==> src/rtl/ddr_arb_rr.sv <==
// N-channel arbiter for the DDR user interface: round-robin or fixed priority,
// one transaction at a time, with an optional per-transaction watchdog.
module ddr_arb_rr #(
  parameter int unsigned CH_NUM    = 4,
  parameter int unsigned ID_W      = 2,
  parameter int unsigned PRIO_MODE = 0,
  parameter int unsigned TMO_W     = 16,
  parameter int unsigned TMO_CYC   = 0
) (
  input  logic              clk,
  input  logic              rst,
  input  logic [CH_NUM-1:0] req,
  input  logic [CH_NUM-1:0] done,
  output logic [CH_NUM-1:0] en,
  output logic [CH_NUM-1:0] grant,
  output logic [ID_W-1:0]   grant_id,
  output logic              busy,
  output logic              tmo_err
);

  typedef enum logic [3:0] {
    StIdle  = 4'b0001,
    StArb   = 4'b0010,
    StIssue = 4'b0100,
    StBusy  = 4'b1000
  } state_e;

  state_e              state_q, state_d;
  logic [ID_W-1:0]     ptr_q, ptr_d;
  logic [ID_W-1:0]     gid_q, gid_d;
  logic [TMO_W-1:0]    cnt_q, cnt_d;
  logic [CH_NUM-1:0]   en_q, en_d;
  logic [CH_NUM-1:0]   grant_q, grant_d;
  logic                busy_q, busy_d;
  logic                tmo_q, tmo_d;

  logic [ID_W-1:0]     win;
  logic                win_vld;
  logic [CH_NUM-1:0]   win_oh;
  logic                done_own;
  logic                tmo_hit;

  // Winner selection: lowest index in fixed mode, first hit from ptr in round-robin.
  always_comb begin
    int idx;
    win     = '0;
    win_vld = 1'b0;
    idx     = 0;
    if (PRIO_MODE != 0) begin
      for (int i = int'(CH_NUM) - 1; i >= 0; i--) begin
        if (req[i]) begin
          win     = ID_W'(i);
          win_vld = 1'b1;
        end
      end
    end else begin
      for (int k = 0; k < int'(CH_NUM); k++) begin
        idx = int'(ptr_q) + k;
        if (idx >= int'(CH_NUM)) idx = idx - int'(CH_NUM);
        if (!win_vld && req[idx]) begin
          win     = ID_W'(idx);
          win_vld = 1'b1;
        end
      end
    end
    win_oh      = '0;
    win_oh[win] = 1'b1;
  end

  assign done_own = done[gid_q];
  assign tmo_hit  = (TMO_CYC != 0) && (cnt_q == TMO_W'(TMO_CYC - 1));

  always_comb begin
    state_d = state_q;
    ptr_d   = ptr_q;
    gid_d   = gid_q;
    cnt_d   = cnt_q;
    en_d    = '0;
    grant_d = grant_q;
    busy_d  = busy_q;
    tmo_d   = 1'b0;
    unique case (state_q)
      StIdle: begin
        state_d = StArb;
        grant_d = '0;
        busy_d  = 1'b0;
      end
      StArb: begin
        grant_d = '0;
        busy_d  = 1'b0;
        if (win_vld) begin
          state_d = StIssue;
          gid_d   = win;
          en_d    = win_oh;
          grant_d = win_oh;
          busy_d  = 1'b1;
          if (PRIO_MODE == 0) begin
            ptr_d = (win == ID_W'(CH_NUM - 1)) ? '0 : win + ID_W'(1);
          end
        end
      end
      StIssue: begin
        cnt_d = '0;
        if (done_own) begin
          state_d = StArb;
          grant_d = '0;
          busy_d  = 1'b0;
        end else begin
          state_d = StBusy;
        end
      end
      StBusy: begin
        // done takes precedence over a coincident timeout
        if (done_own) begin
          state_d = StArb;
          grant_d = '0;
          busy_d  = 1'b0;
        end else if (tmo_hit) begin
          state_d = StArb;
          grant_d = '0;
          busy_d  = 1'b0;
          tmo_d   = 1'b1;
        end else begin
          cnt_d = cnt_q + TMO_W'(1);
        end
      end
      default: begin
        state_d = StIdle;
        grant_d = '0;
        busy_d  = 1'b0;
      end
    endcase
  end

  always_ff @(posedge clk or posedge rst) begin
    if (rst) begin
      state_q <= StIdle;
      ptr_q   <= '0;
      gid_q   <= '0;
      cnt_q   <= '0;
      en_q    <= '0;
      grant_q <= '0;
      busy_q  <= 1'b0;
      tmo_q   <= 1'b0;
    end else begin
      state_q <= state_d;
      ptr_q   <= ptr_d;
      gid_q   <= gid_d;
      cnt_q   <= cnt_d;
      en_q    <= en_d;
      grant_q <= grant_d;
      busy_q  <= busy_d;
      tmo_q   <= tmo_d;
    end
  end

  assign en       = en_q;
  assign grant    = grant_q;
  assign grant_id = gid_q;
  assign busy     = busy_q;
  assign tmo_err  = tmo_q;

endmodule

==> config.mk <==
export PLATFORM = sky130hd
export DESIGN_NAME = ddr_arb_rr
export DESIGN_NICKNAME = d
export VERILOG_FILES = /design/src/rtl/ddr_arb_rr.sv
export SDC_FILE = /design/constraint.sdc
export NUM_CORES = 1
export LEC_CHECK = 0
export BUFFER_PORTS_ARGS = -buffer_cell sky130_fd_sc_hd__buf_4
export CAP_MARGIN = 20
export CORE_UTILIZATION = 54
export CTS_BUF_LIST = sky130_fd_sc_hd__clkbuf_2
export CTS_CLUSTER_DIAMETER = 80
export DETAILED_ROUTE_END_ITERATION = 8
export GPL_TIMING_DRIVEN = 0
export PLACE_DENSITY = 0.82
export SETUP_SLACK_MARGIN = 0.5
export SYNTH_ARGS = -nofsm -noshare
export SYNTH_HDL_FRONTEND = slang
export SYNTH_SLANG_ARGS = --single-unit
==> constraint.sdc <==
create_clock -name clk -period 2.69 [get_ports clk]
set_input_delay 0.269 -clock clk [delete_from_list [all_inputs] [get_ports clk]]
set_output_delay 0.269 -clock clk [all_outputs]
set_load 0.05 [all_outputs]
---- After elaboration in Yosys (flattened, before gate mapping) ----
Index checks and enable logic that the tools add are counted.
operators by class
  multiplexer cells ....................... 40
  reduce and logical (&&, ||, !) cells .... 10
  add/subtract/negate cells ............... 8
  equal/unequal tests ..................... 8
  order comparisons ....................... 11
operator list
  operator                                                                              number
  32-bit by 4-bit less-than comparator with 1-bit output (second input constant)        4
  32-bit 2-to-1 mux                                                                     4
  4-bit 2-to-1 mux                                                                      6
  1-bit 2-to-1 mux                                                                      16
  4-bit case mux with 4 select lines                                                    1
  3-bit by 3-bit subtractor with 4-bit output (second input constant)                   3
  1-bit binary-select mux with 2-bit select                                             5
  2-bit 2-to-1 mux                                                                      5
  3-bit greater-or-equal comparator (second input constant)                             3
  4-bit case mux with 2 select lines                                                    1
  2-bit by 2-bit adder with 3-bit output (second input constant)                        2
  2-bit by 3-bit less-than comparator with 1-bit output (second input constant)         2
  4-bit by 1-bit equality test with 1-bit output (second input constant)                1
  4-bit by 2-bit equality test with 1-bit output (second input constant)                1
  4-bit by 3-bit equality test with 1-bit output (second input constant)                1
  4-bit equality test (second input constant)                                           1
  1-bit logical AND                                                                     4
  2-bit inequality test (second input constant)                                         2
  2-bit AND reduction                                                                   2
  2-bit by 3-bit subtractor with 4-bit output (second input constant)                   1
  2-bit by 1-bit adder with 3-bit output (second input constant)                        1
  2-bit by 3-bit greater-or-equal comparator with 1-bit output (second input constant)  1
  1-bit logical NOT                                                                     3
  2-bit by 1-bit adder with 2-bit output (second input constant)                        1
  other kinds (6)                                                                       6
word-level totals
  flip-flop bits (word level) ............. 17
  input port bits ......................... 10
  logic and storage cells ................. 83
  output and inout port bits .............. 12

---- Logic depth before layout (Yosys ltp) ----
Gate-level depths: netlist of run 1.
  depth after elaboration ................. 21
  depth in mapped cells ................... 6

---- Worst setup path before layout of run 1 ----
OpenSTA, ideal clock, no wires.
  path kind ............................... reg-to-reg
  start point ............................. register ptr_q[1]
  end point ............................... register grant_q[0], in the netlist grant[0]
  slack ................................... 0.820 ns
  setup time .............................. 0.118 ns
  stages on the path, launching flop included .. 7
  arrival ................................. 1.751 ns
  cells stage by stage .................... dfrtp_1 nand2b_1 and3_1 or4_1 ha_1 and3_2 a21o_1
on the way
  word-level cells in the longest chain between the ends .. 21
  elaborated cells between the ends (all ways) .. 48
RTL lines
  item                                                                                                  RTL line  source
  start, declared                                                                                       29        logic [ID_W-1:0] ptr_q, ptr_d;
  start signal, assigned                                                                                147       ptr_q <= ptr_d;
  parallel branches: the longest is 19 deep, another holds 3-bit by 3-bit subtractor with 4-bit output  -
  4-bit 2-to-1 mux (*)                                                                                  91        if (win_vld) begin
  4-bit case mux with 2 select lines (*)                                                                82        unique case (state_q)
  end signal, assigned                                                                                  151       grant_q <= grant_d;
  end, declared                                                                                         33        logic [CH_NUM-1:0] grant_q, grant_d;
Mark *: on every way between the ends. The select of a mux whose other input is x is not followed.
A chain may end at the register's enable or synchronous reset.

---- Final worst setup path of run 1 ----
  start point ............................. register ptr_q[0]
  end point ............................... register ptr_q[1]
on the way
  word-level cells in the longest chain between the ends .. 17
  elaborated cells between the ends (all ways) .. 45
RTL lines
  item                                                                                                  RTL line  source
  parallel branches: the longest is 14 deep, another holds 3-bit by 3-bit subtractor with 4-bit output  -
  2-bit 2-to-1 mux (*)                                                                                  60        if (!win_vld && req[idx]) begin
  via win[1]                                                                                            37        logic [ID_W-1:0] win;
  2-bit by 1-bit adder with 2-bit output / 2-bit equality test (equally long branches)                  98        ptr_d = (win == ID_W'(CH_NUM - 1)) ? '0 : win + ID_W'(1);
  2-bit 2-to-1 mux (*)                                                                                  98
Mark *: on every way through the listed nets, which the timed path passes. The select of a mux whose other input is x is not followed.

==> metrics.md, run 1 <==
| Metric | Value |
|---|---|
| Worst setup SP type | register |
| Design area | 1090 um2 |
| Top FF cell, synth | dfrtp_1 |
| Core Box Area | 1520 um2 |
| Vias/cell | 5.97 |
| #FFs+latches synth | 17 |
| Antenna viol nets, final | 0 |
| CP Max Fanout | 7 |
| Max Cap Viol | 0 |
| Initial antenna violation count | 0 |
| Layout Skew | 0.00269 ns |
| Die Y-Extent | 42.7 um |
| H-tree levels | 1 |
| Hold_buf cts | 0 |
| Largest net degree at the start of global routing | 18 |
| Routability congestion estimate | 0.807 |
| Post-CTS sizing | 0 |
| Area growth syn-to-layout | 21.5% |
| Period minus WS final | 2.00 ns |
| Delay-heaviest family, CP | simple AND/OR/NAND/NOR gates |
| Fillers | 111 |
| Async SR Flop Fraction | 100% |
| Slew Limit Fails | 0 |
| Period utilisation layout | 74.4% |
| DR vias | 693 |
| CP endpoint kind | register |
| Fin util | 71.3% |
| Max frequency | 0.499 GHz |
| GRT Util Overall | 20.6% |
| Vias in the first global route | 658 |
| Rows | 14 |
| Routed wire length | 1690 um |
| Final total power | 1.11 mW |
| Setup TNS | 0 ns |
| DRC | 0 |
| Placed cell area | 1060 um2 |
| Arrival time worst endpoint | 2.21 ns |
| Die width | 42.7 um |
| Clock slew at reported path FFs | 0.18 ns |
| Worst EP required | 2.90 ns |
| Full die area | 1820 um2 |
| Final Hold Vio Count | 0 |
| Initial drt markers | 7 |
| Global-route wire length before repair | 2870 um |
| IO Count | 22 |
| Final setup violating endpoints | 0 |
| Crit path cell chain | nor3b_1 -> nor3_1 -> ha_1 -> mux2_4 |
| Post-synthesis sequential area ratio | 47.7% |
| Starting Density | 58.7% |
| Cts bufs inserted | 3 |
| Outcome | completed |
| CTS sink cnt | 17 |
| Synthesized area | 895 um2 |
| CP max stage delay | 0.67 ns |
| Pwr/cell area | 1020 nW/um2 |
| Hold Crit Class | input pin to async pin |
| Static leakage | 0.573 nW |
| Number of synthesized flops with an enable pin | 0 |
| CP bufs+invs | 0 |
| Register area | 427 um2 |
| VDD IR max | 0.697 mV |
| DRT Pass-1 Iters | 4 |
| Post-Syn Instances | 76 |
| CP Class | register to register |
| Post-synth cell types | 37 |
| Setup WS pre-CTS | 0.711 ns |
| Min setup slack post-route | 0.688 ns |
| # diodes | 0 |
| DR WL/cell | 14.5 um |
| DP HPWL | 1210 um |
| TritonCTS clock tree | yes |
| Post-CTS Setup Repair Bufs | 0 |
| Crit-path slowest cell | nor3b_1 |
| Clk buf depth | 2 |
| Fin nets | 115 |
| RSZ-0062 raised after global routing | no |
| Skew-Pair Late Insertion Delay | 0.30 ns |
| Avg Synthesized Cell Area | 11.8 um2 |
| Slew margin rel. | 48.8% |
| Synth warn | 0 |
| Syn Nets | 90 |
| Quantity of I/O buffers inserted on ports | 20 |
| Pin slew with the least headroom to its limit | 0.767 ns |
| Clock root cell | clkbuf_2 |
| Multi-input combinational cell area | 449 um2 |
| Remaining Overflow, GRT | 0 |
| Share of cells above drive strength 1 | 37.0% |
-- area by class of cell --
type,count,area share [%]
buffer,2,1.04
multi-input combinational,55,41.3
tap,16,1.84
timing repair buffer,20,13.8
clock buffer,3,1.38
clock inverter,1,0.690
sequential,17,39.2
inverter,2,0.690
-- per-layer routing --
layer,wire length (um),vias up,share of wire (%),track usage (%)
li1,-,333,-,-
met1,716,339,42,28.4
met2,892,17,53,33.3
met3,55,4,3.3,2.55
met4,22,0,1.3,7.50
met5,0,-,0,0
-- power breakdown --
group / leakage, nW / internal [mW] / total, mW / switching [mW]
Clock: 0.0126 / 0.0347 / 0.122 / 0.0874
Combinational: 0.338 / 0.231 / 0.554 / 0.323
Sequential: 0.223 / 0.339 / 0.437 / 0.0975
Total: 0.573 / 0.604 / 1.11 / 0.508
-- layout by cell type, fill, tap and decap left out, drive strengths merged, types with 2 or more instances in the layout --
| cell | count |
|---|---|
| buf | 21 |
| dfrtp | 16 |
| o21ai | 6 |
| a21o | 6 |
| nand2 | 5 |
| and3 | 5 |
| ha | 4 |
| clkbuf | 4 |
| nor4 | 3 |
| inv | 2 |
| nor2b | 2 |
| a21oi | 2 |
| nand2b | 2 |
| o41ai | 2 |
| or4 | 2 |
| nor4b | 2 |
-- cells in the mapped netlist, types with 2 or more instances --
library cell / count / share of area (%)
and3_2: 4 / 3.4
dfrtp_1: 16 / 45
o41ai_1: 2 / 2.0
inv_1: 2 / 0.84
ha_1: 4 / 5.6
a21oi_1: 2 / 1.1
nor4_1: 2 / 1.4
nor2b_1: 2 / 1.4
a21o_1: 5 / 4.2
o21ai_0: 6 / 3.4
nand2_1: 4 / 1.7
nand2b_1: 2 / 1.4
-- state kept, by name (all words and copies together) (netlist names) --
| name | cells |
|---|---|
| en | 4 |
| grant_id | 2 |
| grant | 4 |
| ptr_q | 2 |
| busy | 1 |
| state_q | 4 |
-- cells by family (layout without fill, tap and decap cells) --
kind of cell	count (synthesis)	in the layout	share of synthesized area, %
buffers and inverters	4	28	2.10
adder cells (fa/ha/maj)	4	4	5.59
AND/OR/NAND/NOR	27	27	23.4
AO/OA/AOI/OAI	19	19	14.7
multiplexers	2	2	4.20
other	1	1	0.419
XOR/XNOR	2	2	1.96
flip-flops	17	17	47.7
-- worst paths after layout --
kind | from | slack [ns] | cells after the start | to
max | ptr_q[0]$_DFFE_PP0P_ | 0.69 | 4 | ptr_q[1]$_DFFE_PP0P_
min | rst | 0.02 | 2 | en[0]$_DFF_PP0_
max reg2reg | ptr_q[0]$_DFFE_PP0P_ | 0.69 | 4 | ptr_q[1]$_DFFE_PP0P_
min reg2reg | grant[1]$_DFFE_PP0P_ | 0.50 | 1 | grant[1]$_DFFE_PP0P_
max in group asynchronous | rst | 2.28 | 2 | ptr_q[1]$_DFFE_PP0P_
min in group clk | req[2] | 0.37 | 4 | state_q[1]$_DFFE_PP0P_
-- per-stage QoR --
| stage | std cells | hold slack [ns] |
|---|---|---|
| 6_report | 116 | 0.0170 |
| 5_1_grt | 116 | 0.0777 |
| 4_1_cts | 116 | 0.0414 |
| 3_5_place_dp | 112 | 0.392 |
| 3_3_place_gp | 112 | 0.376 |
| 2_1_floorplan | 76 | 0.194 |
Power figures use the tool's default switching activity.
==> run 2: changes to the inputs <==
- CORE_UTILIZATION: 54 -> 49
- PLACE_DENSITY: 0.82 -> 0.78
- clock period: 2.69 -> 1.8 ns (I/O delays scaled with it)
==> metrics.md, run 2 (same netlist as run 1, synthesis figures left out) <==
| Metric | Value |
|---|---|
| DRC | 0 |
| Worst setup SP type | register |
| H-tree levels | 1 |
| RSZ-0062 raised after global routing | yes |
| Final Hold Vio Count | 0 |
| Combinational share of power | 60.1% |
| Clk network pwr share | 8.5% |
| Slew Limit Fails | 0 |
| Die Y-Extent | 44.7 um |
| Antenna viol nets, final | 0 |
| Psw | 968 uW |
| DRT Pass-1 Iters | 4 |
| CTS sink cnt | 17 |
| Period utilisation layout | 102% |
| Pin slew with the least headroom to its limit | 0.924 ns |
| CP Max Fanout | 6 |
| GRT Util Overall | 23.9% |
| DP HPWL | 1420 um |
| Worst r2r dst | grant[0]$_DFFE_PP0P_ |
| Commonest cells after routing, fill and taps aside | buf_4, dfrtp_1, a21o_1, dfrtp_2 |
| DR WL/cell | 17.8 um |
| Full die area | 2000 um2 |
| Outcome | complete, but fails checks |
| Starting Density | 51.8% |
| Clock root cell | clkbuf_2 |
| TritonCTS clock tree | yes |
| Worst reg2reg setup slack | -0.04 ns |
| # diodes | 0 |
| Vias in the first global route | 741 |
| Hold depth | 3 |
| Hold EP | state_q[3]$_DFFE_PP0P_ |
| Slew margin rel. | 37.9% |
| Clock slew at reported path FFs | 0.17 ns |
| Reg2reg start | ptr_q[1]$_DFFE_PP0P_ |
| Pwr/cell area | 1540 nW/um2 |
| Clk buf depth | 2 |
| Global-route wire length before repair | 3370 um |
| Arrival time worst endpoint | 2.05 ns |
| IO Count | 22 |
| Skew-Pair Late Insertion Delay | 0.31 ns |
| Routability congestion estimate | 0.788 |
| Core Box Area | 1730 um2 |
| Initial drt markers | 12 |
| Area growth syn-to-layout | 55.9% |
| DR vias | 797 |
| Commonest non-fill, non-tap cell in the layout | buf_4 |
| Largest net degree at the start of global routing | 18 |
| Die width | 44.7 um |
| Final total power | 2.15 mW |
| Fin nets | 130 |
| Worst EP required | 2.00 ns |
| Period minus WS final | 1.84 ns |
| Int Pwr | 1.18 mW |
| Cts bufs inserted | 3 |
| Min setup slack post-route | -0.0429 ns |
| Sw frac | 45.0% |
| Failing checks | negative setup slack |
| Max Cap Viol | 0 |
| Layout Skew | 0.00913 ns |
| Share of cells above drive strength 1 | 66.1% |
| CP Class | register to register |
| Tightest hold margin | 0.298 ns |
| Max frequency | 0.543 GHz |
| Hold Crit Class | input pin to register |
| Hold Startpoint | done[0] |
| Remaining Overflow, GRT | 0 |
| Static leakage | 0.687 nW |
| VDD IR max | 0.880 mV |
| Initial antenna violation count | 0 |
| CP endpoint kind | register |
| Quantity of I/O buffers inserted on ports | 20 |
| Final setup violating endpoints | 2 |
| R2r worst-path depth | 6 |
| Sequential Power Share | 31.4% |
| Vias/cell | 5.69 |
| Rows | 15 |
| Routed wire length | 2490 um |
-- run 2: cell types whose count changed in the layout (fill, tap and decap cells not counted), moves of 3 or more --
cell     delta
ha_1        -3
o21ai_0     -5
and3_4      +3
dfrtp_1     -5
dfrtp_2     +5
buf_4      +12
-- run 2: worst max path at each step --
stage | startpoint | to | slack, ns | depth (start not counted)
floorplan | ptr_q[1]$_DFFE_PP0P_ | grant[2]$_DFFE_PP0P_ | 0.08 | 6
global placement | req[2] | ptr_q[1]$_DFFE_PP0P_ | -0.05 | 5
detailed placement | req[3] | ptr_q[1]$_DFFE_PP0P_ | -0.12 | 5
CTS | ptr_q[1]$_DFFE_PP0P_ | grant[2]$_DFFE_PP0P_ | 0.006 | 6
global route | ptr_q[1]$_DFFE_PP0P_ | grant[0]$_DFFE_PP0P_ | -0.05 | 6
finish | ptr_q[1]$_DFFE_PP0P_ | grant[0]$_DFFE_PP0P_ | -0.04 | 6
-- run 2: critical path: stages (launching register included) --
cell      delay (ns)
dfrtp_2         0.47
nand2b_4        0.15
and3_4          0.16
or4_4           0.48
ha_4            0.18
and3_4          0.14
a21o_1          0.17
-- run 2: area by class of cell --
type	count	area (um2)
Multi-Input combinational cell	55	609
Sequential cell	17	433
Fill cell	106	332
Timing Repair Buffer	35	273
Tap cell	25	31.3
Buffer	2	21.3
Clock buffer	4	20.0
Inverter	2	7.51
-- run 2: per-layer routing --
metal / wire length, um / vias up / track usage (%)
met1: 952 / 400 / 28.4
met5: 0 / - / 0
met4: 132 / 0 / 15.2
met3: 72 / 12 / 4.00
met2: 1330 / 25 / 40.3
li1: - / 360 / -
-- run 2: repair_timing --
action	in CTS	in global routing
gates resized for setup	11	13
pin swaps	3	7
hold buffers	1	0
hold endpoints to repair	16	0
setup buffers	13	1
endpoints found under the setup margin	16	16
gates cloned	0	0
-- run 2: through the flow --
step / setup WS, ns / instances / utilization (%) / cell area (um2) / TNS [ns]
floorplan: 0.0836 / 76 / - / 973 / 0
CTS: 0.00603 / 139 / 76.4 / 1320 / 0
global route: -0.0495 / 140 / 80.8 / 1400 / -0.104
global placement: -0.0478 / 121 / 66.9 / 1150 / -0.0671
finish: -0.0429 / 140 / 80.8 / 1400 / -0.0616
detailed placement: -0.116 / 121 / 66.9 / 1150 / -0.285
-- run 2: power by group through the flow --
stage	logic, mW	clock network [mW]	registers [mW]
5_1_grt	1.36	0.200	0.689
2_1_floorplan	0.518	0	0.845
6_report	1.29	0.183	0.676
4_1_cts	1.12	0.182	0.655
3_3_place_gp	0.900	0	0.659
3_5_place_dp	0.931	0	0.668
